<file path="config.mk">
export PLATFORM = sky130hd
export DESIGN_NAME = jtag_tap_ctrl_ice1f
export DESIGN_NICKNAME = d
export VERILOG_FILES = /design/src/rtl/jtag_tap_ctrl_ice1f.sv
export SDC_FILE = /design/constraint.sdc
export NUM_CORES = 1
export LEC_CHECK = 0
export CAP_MARGIN = 10
export CORE_MARGIN = 2
export CORE_UTILIZATION = 60
export DETAILED_ROUTE_END_ITERATION = 8
export MAX_ROUTING_LAYER = met4
export PLACE_DENSITY = 0.81
export RECOVER_POWER = 50
export SLEW_MARGIN = 5
export SYNTH_ARGS = -nofsm -noshare
export SYNTH_HDL_FRONTEND = slang
export SYNTH_SLANG_ARGS = --single-unit
</file>
<file path="constraint.sdc">
create_clock -name tclk -period 2.86 [get_ports tclk]
set_input_delay 0.572 -clock tclk [delete_from_list [all_inputs] [get_ports tclk]]
set_output_delay 0.572 -clock tclk [all_outputs]
set_load 0.05 [all_outputs]
</file>
<file path="src/rtl/jtag_tap_ctrl_ice1f.sv">
// rtl/jtag_tap_ctrl_ice1f.sv - IEEE 1149.1 TAP controller with IDCODE, bypass and boundary-chain control
// Shift registers move on the rising tclk edge taken while in a Shift state; totdopad is the bit shifted out.
module jtag_tap_ctrl_ice1f #(
  parameter logic [31:0] IDCODE = 32'h0000_1043,
  parameter int          IR_W   = 4
) (
  input  logic tclk,
  input  logic r,
  input  logic tms,
  input  logic tdi,
  input  logic sdo,
  output logic sdi,
  output logic shift,
  output logic update,
  output logic bs_en,
  output logic hiz_b,
  output logic mode,
  output logic mux_jtag_sel_b,
  output logic totdopad,
  output logic sdo_enable
);

  localparam logic [IR_W-1:0] I_EXTEST  = IR_W'(4'b0000);
  localparam logic [IR_W-1:0] I_SAMPLE  = IR_W'(4'b0001);
  localparam logic [IR_W-1:0] I_IDCODE  = IR_W'(4'b0010);
  localparam logic [IR_W-1:0] I_HIGHZ   = IR_W'(4'b0011);
  localparam logic [IR_W-1:0] I_CAPTURE = IR_W'(4'b0001);

  typedef enum logic [3:0] {
    TLR, RTI,
    SEL_DR, CAP_DR, SH_DR, EX1_DR, PAU_DR, EX2_DR, UPD_DR,
    SEL_IR, CAP_IR, SH_IR, EX1_IR, PAU_IR, EX2_IR, UPD_IR
  } tap_state_t;

  tap_state_t      state, next_state;
  logic [IR_W-1:0] ir, ir_sr;
  logic [31:0]     idcode_sr;
  logic            bypass;
  logic            sel_chain, sel_idcode;
  logic            new_bs_en, new_hiz_b, new_mode;

  assign sdi = tdi;

  always_comb begin
    next_state = state;
    case (state)
      TLR:    next_state = tms ? TLR    : RTI;
      RTI:    next_state = tms ? SEL_DR : RTI;
      SEL_DR: next_state = tms ? SEL_IR : CAP_DR;
      CAP_DR: next_state = tms ? EX1_DR : SH_DR;
      SH_DR:  next_state = tms ? EX1_DR : SH_DR;
      EX1_DR: next_state = tms ? UPD_DR : PAU_DR;
      PAU_DR: next_state = tms ? EX2_DR : PAU_DR;
      EX2_DR: next_state = tms ? UPD_DR : SH_DR;
      UPD_DR: next_state = tms ? SEL_DR : RTI;
      SEL_IR: next_state = tms ? TLR    : CAP_IR;
      CAP_IR: next_state = tms ? EX1_IR : SH_IR;
      SH_IR:  next_state = tms ? EX1_IR : SH_IR;
      EX1_IR: next_state = tms ? UPD_IR : PAU_IR;
      PAU_IR: next_state = tms ? EX2_IR : PAU_IR;
      EX2_IR: next_state = tms ? UPD_IR : SH_IR;
      UPD_IR: next_state = tms ? SEL_DR : RTI;
      default: next_state = TLR;
    endcase
  end

  // Unlisted instruction codes fall through to the bypass register.
  always_comb begin
    sel_chain  = (ir == I_EXTEST) || (ir == I_SAMPLE);
    sel_idcode = (ir == I_IDCODE);
    new_bs_en  = (ir_sr == I_EXTEST) || (ir_sr == I_HIGHZ);
    new_hiz_b  = (ir_sr != I_HIGHZ);
    new_mode   = (ir_sr == I_EXTEST);
  end

  assign shift  = (state == SH_DR)  && sel_chain;
  assign update = (state == UPD_DR) && sel_chain;

  always_ff @(posedge tclk) begin
    if (r) begin
      state          <= TLR;
      ir             <= I_IDCODE;
      ir_sr          <= I_CAPTURE;
      idcode_sr      <= IDCODE;
      bypass         <= 1'b0;
      totdopad       <= 1'b0;
      sdo_enable     <= 1'b0;
      bs_en          <= 1'b0;
      hiz_b          <= 1'b1;
      mode           <= 1'b0;
      mux_jtag_sel_b <= 1'b1;
    end else begin
      state      <= next_state;
      sdo_enable <= (next_state == SH_DR) || (next_state == SH_IR);
      case (state)
        CAP_IR: ir_sr <= I_CAPTURE;
        SH_IR: begin
          totdopad <= ir_sr[0];
          ir_sr    <= {tdi, ir_sr[IR_W-1:1]};
        end
        CAP_DR: begin
          if (sel_idcode)      idcode_sr <= IDCODE;
          else if (!sel_chain) bypass    <= 1'b0;
        end
        SH_DR: begin
          if (sel_idcode) begin
            totdopad  <= idcode_sr[0];
            idcode_sr <= {tdi, idcode_sr[31:1]};
          end else if (sel_chain) begin
            totdopad <= sdo;
          end else begin
            totdopad <= bypass;
            bypass   <= tdi;
          end
        end
        default: ;
      endcase
      // Pad-control outputs only move together with IR.
      if (state == UPD_IR) begin
        ir             <= ir_sr;
        bs_en          <= new_bs_en;
        hiz_b          <= new_hiz_b;
        mode           <= new_mode;
        mux_jtag_sel_b <= !new_bs_en;
      end else if (next_state == TLR) begin
        ir             <= I_IDCODE;
        bs_en          <= 1'b0;
        hiz_b          <= 1'b1;
        mode           <= 1'b0;
        mux_jtag_sel_b <= 1'b1;
      end
    end
  end

endmodule

</file>
==> metrics.md, run 1 <==
| Metric | Value |
|---|---|
| Status | finished clean |
| Clock slew seen by the registers of the worst setup and hold paths | 140 ps |
| FILL cells | 303 |
| Post-synthesis sequential area ratio | 48.5% |
| Total setup buffers inserted after CTS | 0 |
| Half-perimeter wire length after placement | 2.61 mm |
| Number of max-cap violations | 0 |
| DIE AREA | 0.00399 sq mm |
| Xor/xnor cell area share of the yosys netlist | 1.25% |
| Clock Sink Count | 51 |
| End of the worst register-to-register path | idcode_sr[0] |
| Largest net degree at the start of global routing | 33 |
| Endpoint of the worst setup timing path | update |
| Worst slack at placement | 393 ps |
| Clock Tree Root | sky130_fd_sc_hd__clkbuf_4 |
| Final setup violation count | 0 |
| Post-synthesis simple-gate area fraction | 18.3% |
| Antenna cell count | 0 |
| Type of the most critical hold path | register to register |
| RSZ-0062 raised after global routing | false |
| Combined global-route utilization of all metal layers | 20.9% |
| Port bufs | 13 |
| Synth Area per Inst | 9.11 sq um |
| Number of vias per cell | 5.82 |
| Worst Max-Slew Pin Slew | 1170 ps |
| Synthesized area | 0.00210 sq mm |
| Cells on worst reg2reg path | 5 |
| WP data arrival | 2120 ps |
| WS Path Type | register to primary output |
| Antenna Nets Post-Route | 0 |
| Largest family of logic cells by synthesized area | compound AO/OA/AOI/OAI gates |
| CP max FO | 9 |
| Category of the worst setup path launch point | register |
| Required arrival time at the worst endpoint | 2290 ps |
| Period Utilization, post-route | 94.1% |
| Number of design-rule violations left by the first detailed-router iteration | 158 |
| CTS-repair resized insts | 0 |
| Antenna violations before repair | 0 |
| Number of buffers on the longest clock path | 2 |
| Placement row count | 21 |
| Post-Route WL | 3.91 mm |
| Routed wirelength normalized by instance count | 13.7 um |
| Layout overhead on the synthesized area | 7.73% |
| Reg-to-reg setup timing slack | 350 ps |
| Total of warnings raised by yosys | 0 |
| CP startpoint | state[3] |
| Flop and latch count out of synthesis | 51 |
| Global routing met1 resource utilization | 27.9% |
| Clock tree from TritonCTS | built |
| Cts-stage hold buffer count | 0 |
| Via count of the routed design | 1665 |
| Number of max-slew violations in the final report | 0 |
| Most used flip-flop cell after synthesis | sky130_fd_sc_hd__dfxtp_1 |
| Beginning of the worst register-to-register path | state[0] |
| Overflow after GRT | 0 |
| Sequential standard cell area | 0.00102 sq mm |
| Power density over the cells | 520 mW/mm^2 |
| FFs w/ async S/R, synth | 0% |
| Max-slew headroom at the worst pin | 22.0% |
| Fraction of final layout cells sized beyond drive strength 1 | 7.08% |
| Met2 Resource Use GR | 30.5% |
| Remaining DRCs | 0 |
| Post-synthesis share of cell area spent on full adders, half adders and majority gates | 0% |
| Most crowded layer after global routing | met2 |
| Post-Synthesis Net Count | 236 |
| Multi-input combinational cell area | 901 sq um |
| Area of the core | 0.00336 sq mm |
| Multiplexer area fraction after synthesis | 0.476% |
| Final instance area | 0.00227 sq mm |
| Global-route wire length before repair | 6.39 mm |
| Count of distinct cell types in the synthesized netlist | 45 |
| Category of the worst setup path capture point | primary output |
| CTS buffer count | 5 |
| Die span in y | 63.2 um |
| Number of search-and-repair iterations in the first detailed-routing pass | 5 |
| Post-route setup slack | 168 ps |
| Maximum frequency from static timing analysis | 371 MHz |
| Cells after Synth | 231 |
| IR drop worst, VDD | 0.000293 V |
| Starting Density | 62.5% |
| Met3 Resource Use GR | 5.89% |
| Hold violation count in the final report | 0 |
| Final GP Congestion | 0.855 |
| Number of nets at the end of the flow | 244 |
| Deepest level of the CTS H-tree | 2 |
| Post-Route Setup TNS | 0 ps |
| Leakage power summed over all cells | 0.836 nW |
| Compound-gate portion of the synthesized area | 23.0% |
| Number of global-route vias before repair | 1388 |
| Fin Clk Skew | 5.22 ps |
| Final worst path period need | 2690 ps |
| Cell area reported after detailed placement | 0.00223 sq mm |
| Number of enable flip-flop cells after synthesis | 0 |
| Clock insertion delay at the later pin of the skew report | 370 ps |
| Die extent in x | 63.2 um |
| Ports placed on the boundary | 14 |
[cell families after synthesis]
family                 count (synthesis)
AND/OR/NAND/NOR                       73
AO/OA/AOI/OAI                         68
flip-flops                            51
buffers and inverters                 35
XOR/XNOR                               3
multiplexers                           1
[final cells by class]
cell class / instances / area share (%)
clock inverters: 2 / 0.552
multi-input cells: 145 / 39.8
inverters: 13 / 2.15
clock buffers: 6 / 1.82
repair buffers: 23 / 8.12
well taps: 46 / 2.54
flip-flops and latches: 51 / 45.1
[placed cells by master, fill, tap and decap left out, types with 2 or more instances in the layout]
cell | synthesis | routed
sky130_fd_sc_hd__or4b_1 | 1 | 2
sky130_fd_sc_hd__inv_1 | 13 | 13
sky130_fd_sc_hd__dlygate4sd3_1 | 0 | 2
sky130_fd_sc_hd__o32ai_1 | 5 | 5
sky130_fd_sc_hd__a21oi_1 | 9 | 9
sky130_fd_sc_hd__dfxtp_1 | 51 | 51
sky130_fd_sc_hd__nor4b_1 | 4 | 4
sky130_fd_sc_hd__o21ai_0 | 5 | 5
sky130_fd_sc_hd__nand2b_1 | 5 | 5
sky130_fd_sc_hd__clkbuf_1 | 12 | 6
sky130_fd_sc_hd__and3_1 | 2 | 2
sky130_fd_sc_hd__nor2_1 | 8 | 8
sky130_fd_sc_hd__o311a_1 | 2 | 2
sky130_fd_sc_hd__or2_2 | 2 | 2
sky130_fd_sc_hd__a211oi_1 | 3 | 3
sky130_fd_sc_hd__o211ai_1 | 2 | 2
sky130_fd_sc_hd__clkdlybuf4s50_1 | 0 | 10
sky130_fd_sc_hd__xor2_1 | 3 | 3
sky130_fd_sc_hd__a22o_1 | 4 | 4
sky130_fd_sc_hd__clkbuf_4 | 0 | 5
sky130_fd_sc_hd__buf_4 | 1 | 6
sky130_fd_sc_hd__o22ai_1 | 24 | 24
sky130_fd_sc_hd__nor3b_1 | 2 | 2
sky130_fd_sc_hd__nand3_1 | 5 | 5
sky130_fd_sc_hd__and3b_1 | 2 | 2
sky130_fd_sc_hd__o32a_1 | 4 | 4
sky130_fd_sc_hd__nor3_1 | 4 | 4
sky130_fd_sc_hd__nor4_1 | 2 | 2
sky130_fd_sc_hd__nand2_1 | 30 | 30
[through the flow]
stage          util, %  power [W]  hold slack, ps  instances
2_1_floorplan        -   0.000853             432        231
5_1_grt           67.4    0.00123             473        286
3_3_place_gp      66.4   0.000883             433        278
3_5_place_dp      66.4   0.000884             435        278
4_1_cts           68.0    0.00120             455        286
6_report          67.4    0.00118             450        286
[per-layer routing]
layer  wire [um]  vias up  share of wire, %
met2        1790       37                46
met5           0        -                 0
met1        1880      763                48
met3         184        6               4.7
met4          55        0               1.4
li1            -      859                 -
[Yosys cell counts (5+ instances only)]
cell,n,area share [%]
sky130_fd_sc_hd__a21oi_1,9,2.1
sky130_fd_sc_hd__clkbuf_1,12,2.1
sky130_fd_sc_hd__nand2_1,30,5.4
sky130_fd_sc_hd__nand3_1,5,1.2
sky130_fd_sc_hd__nand2b_1,5,1.5
sky130_fd_sc_hd__o32ai_1,5,2.1
sky130_fd_sc_hd__buf_6,5,2.7
sky130_fd_sc_hd__dfxtp_1,51,49
sky130_fd_sc_hd__nor2_1,8,1.4
sky130_fd_sc_hd__o21ai_0,5,1.2
sky130_fd_sc_hd__inv_1,13,2.3
sky130_fd_sc_hd__o22ai_1,24,7.1
[registers in the layout, summed over array words and instances, names as in the netlist, 4 cells and up]
name       cells
idcode_sr     32
ir             4
ir_sr          4
state          4
[report_power, final]
part / internal, W / switching, W
registers: 0.000721 / 0.0000129
logic: 0.0000472 / 0.0000824
clock network: 0.0000952 / 0.000219
total: 0.000863 / 0.000314
[worst min-delay path by stage]
stage / from / cells past startpoint / end
floorplan: bypass / 2 / bypass
global route: hiz_b / 2 / hiz_b
CTS: mux_jtag_sel_b / 2 / mux_jtag_sel_b
finish: mux_jtag_sel_b / 2 / mux_jtag_sel_b
detailed placement: mux_jtag_sel_b / 2 / mux_jtag_sel_b
global placement: mux_jtag_sel_b / 2 / mux_jtag_sel_b
[worst max-delay path: stages (launching register included)]
cell and delay (ps):
sky130_fd_sc_hd__dfxtp_1 500, sky130_fd_sc_hd__nor4b_1 230, sky130_fd_sc_hd__and3_1 210, sky130_fd_sc_hd__clkdlybuf4s50_1 810
(Power assumes the default switching activity.)
==> inputs of run 2 (changes only) <==
--- a/config.mk
+++ b/config.mk
@@ -12,7 +12,6 @@
 export MAX_ROUTING_LAYER = met4
 export PLACE_DENSITY = 0.81
 export RECOVER_POWER = 50
-export SLEW_MARGIN = 5
 export SYNTH_ARGS = -nofsm -noshare
 export SYNTH_HDL_FRONTEND = slang
 export SYNTH_SLANG_ARGS = --single-unit
==> results of run 2 <==
The final DEF is identical to that of run 1; final timing and power are the same.
==> inputs of run 3 (changes only) <==
--- a/config.mk
+++ b/config.mk
@@ -8,6 +8,7 @@
 export CAP_MARGIN = 10
 export CORE_MARGIN = 2
 export CORE_UTILIZATION = 60
+export CTS_CLUSTER_DIAMETER = 150
 export DETAILED_ROUTE_END_ITERATION = 8
 export MAX_ROUTING_LAYER = met4
 export PLACE_DENSITY = 0.81
==> results of run 3 <==
The final DEF is identical to that of run 1; final timing and power are the same.
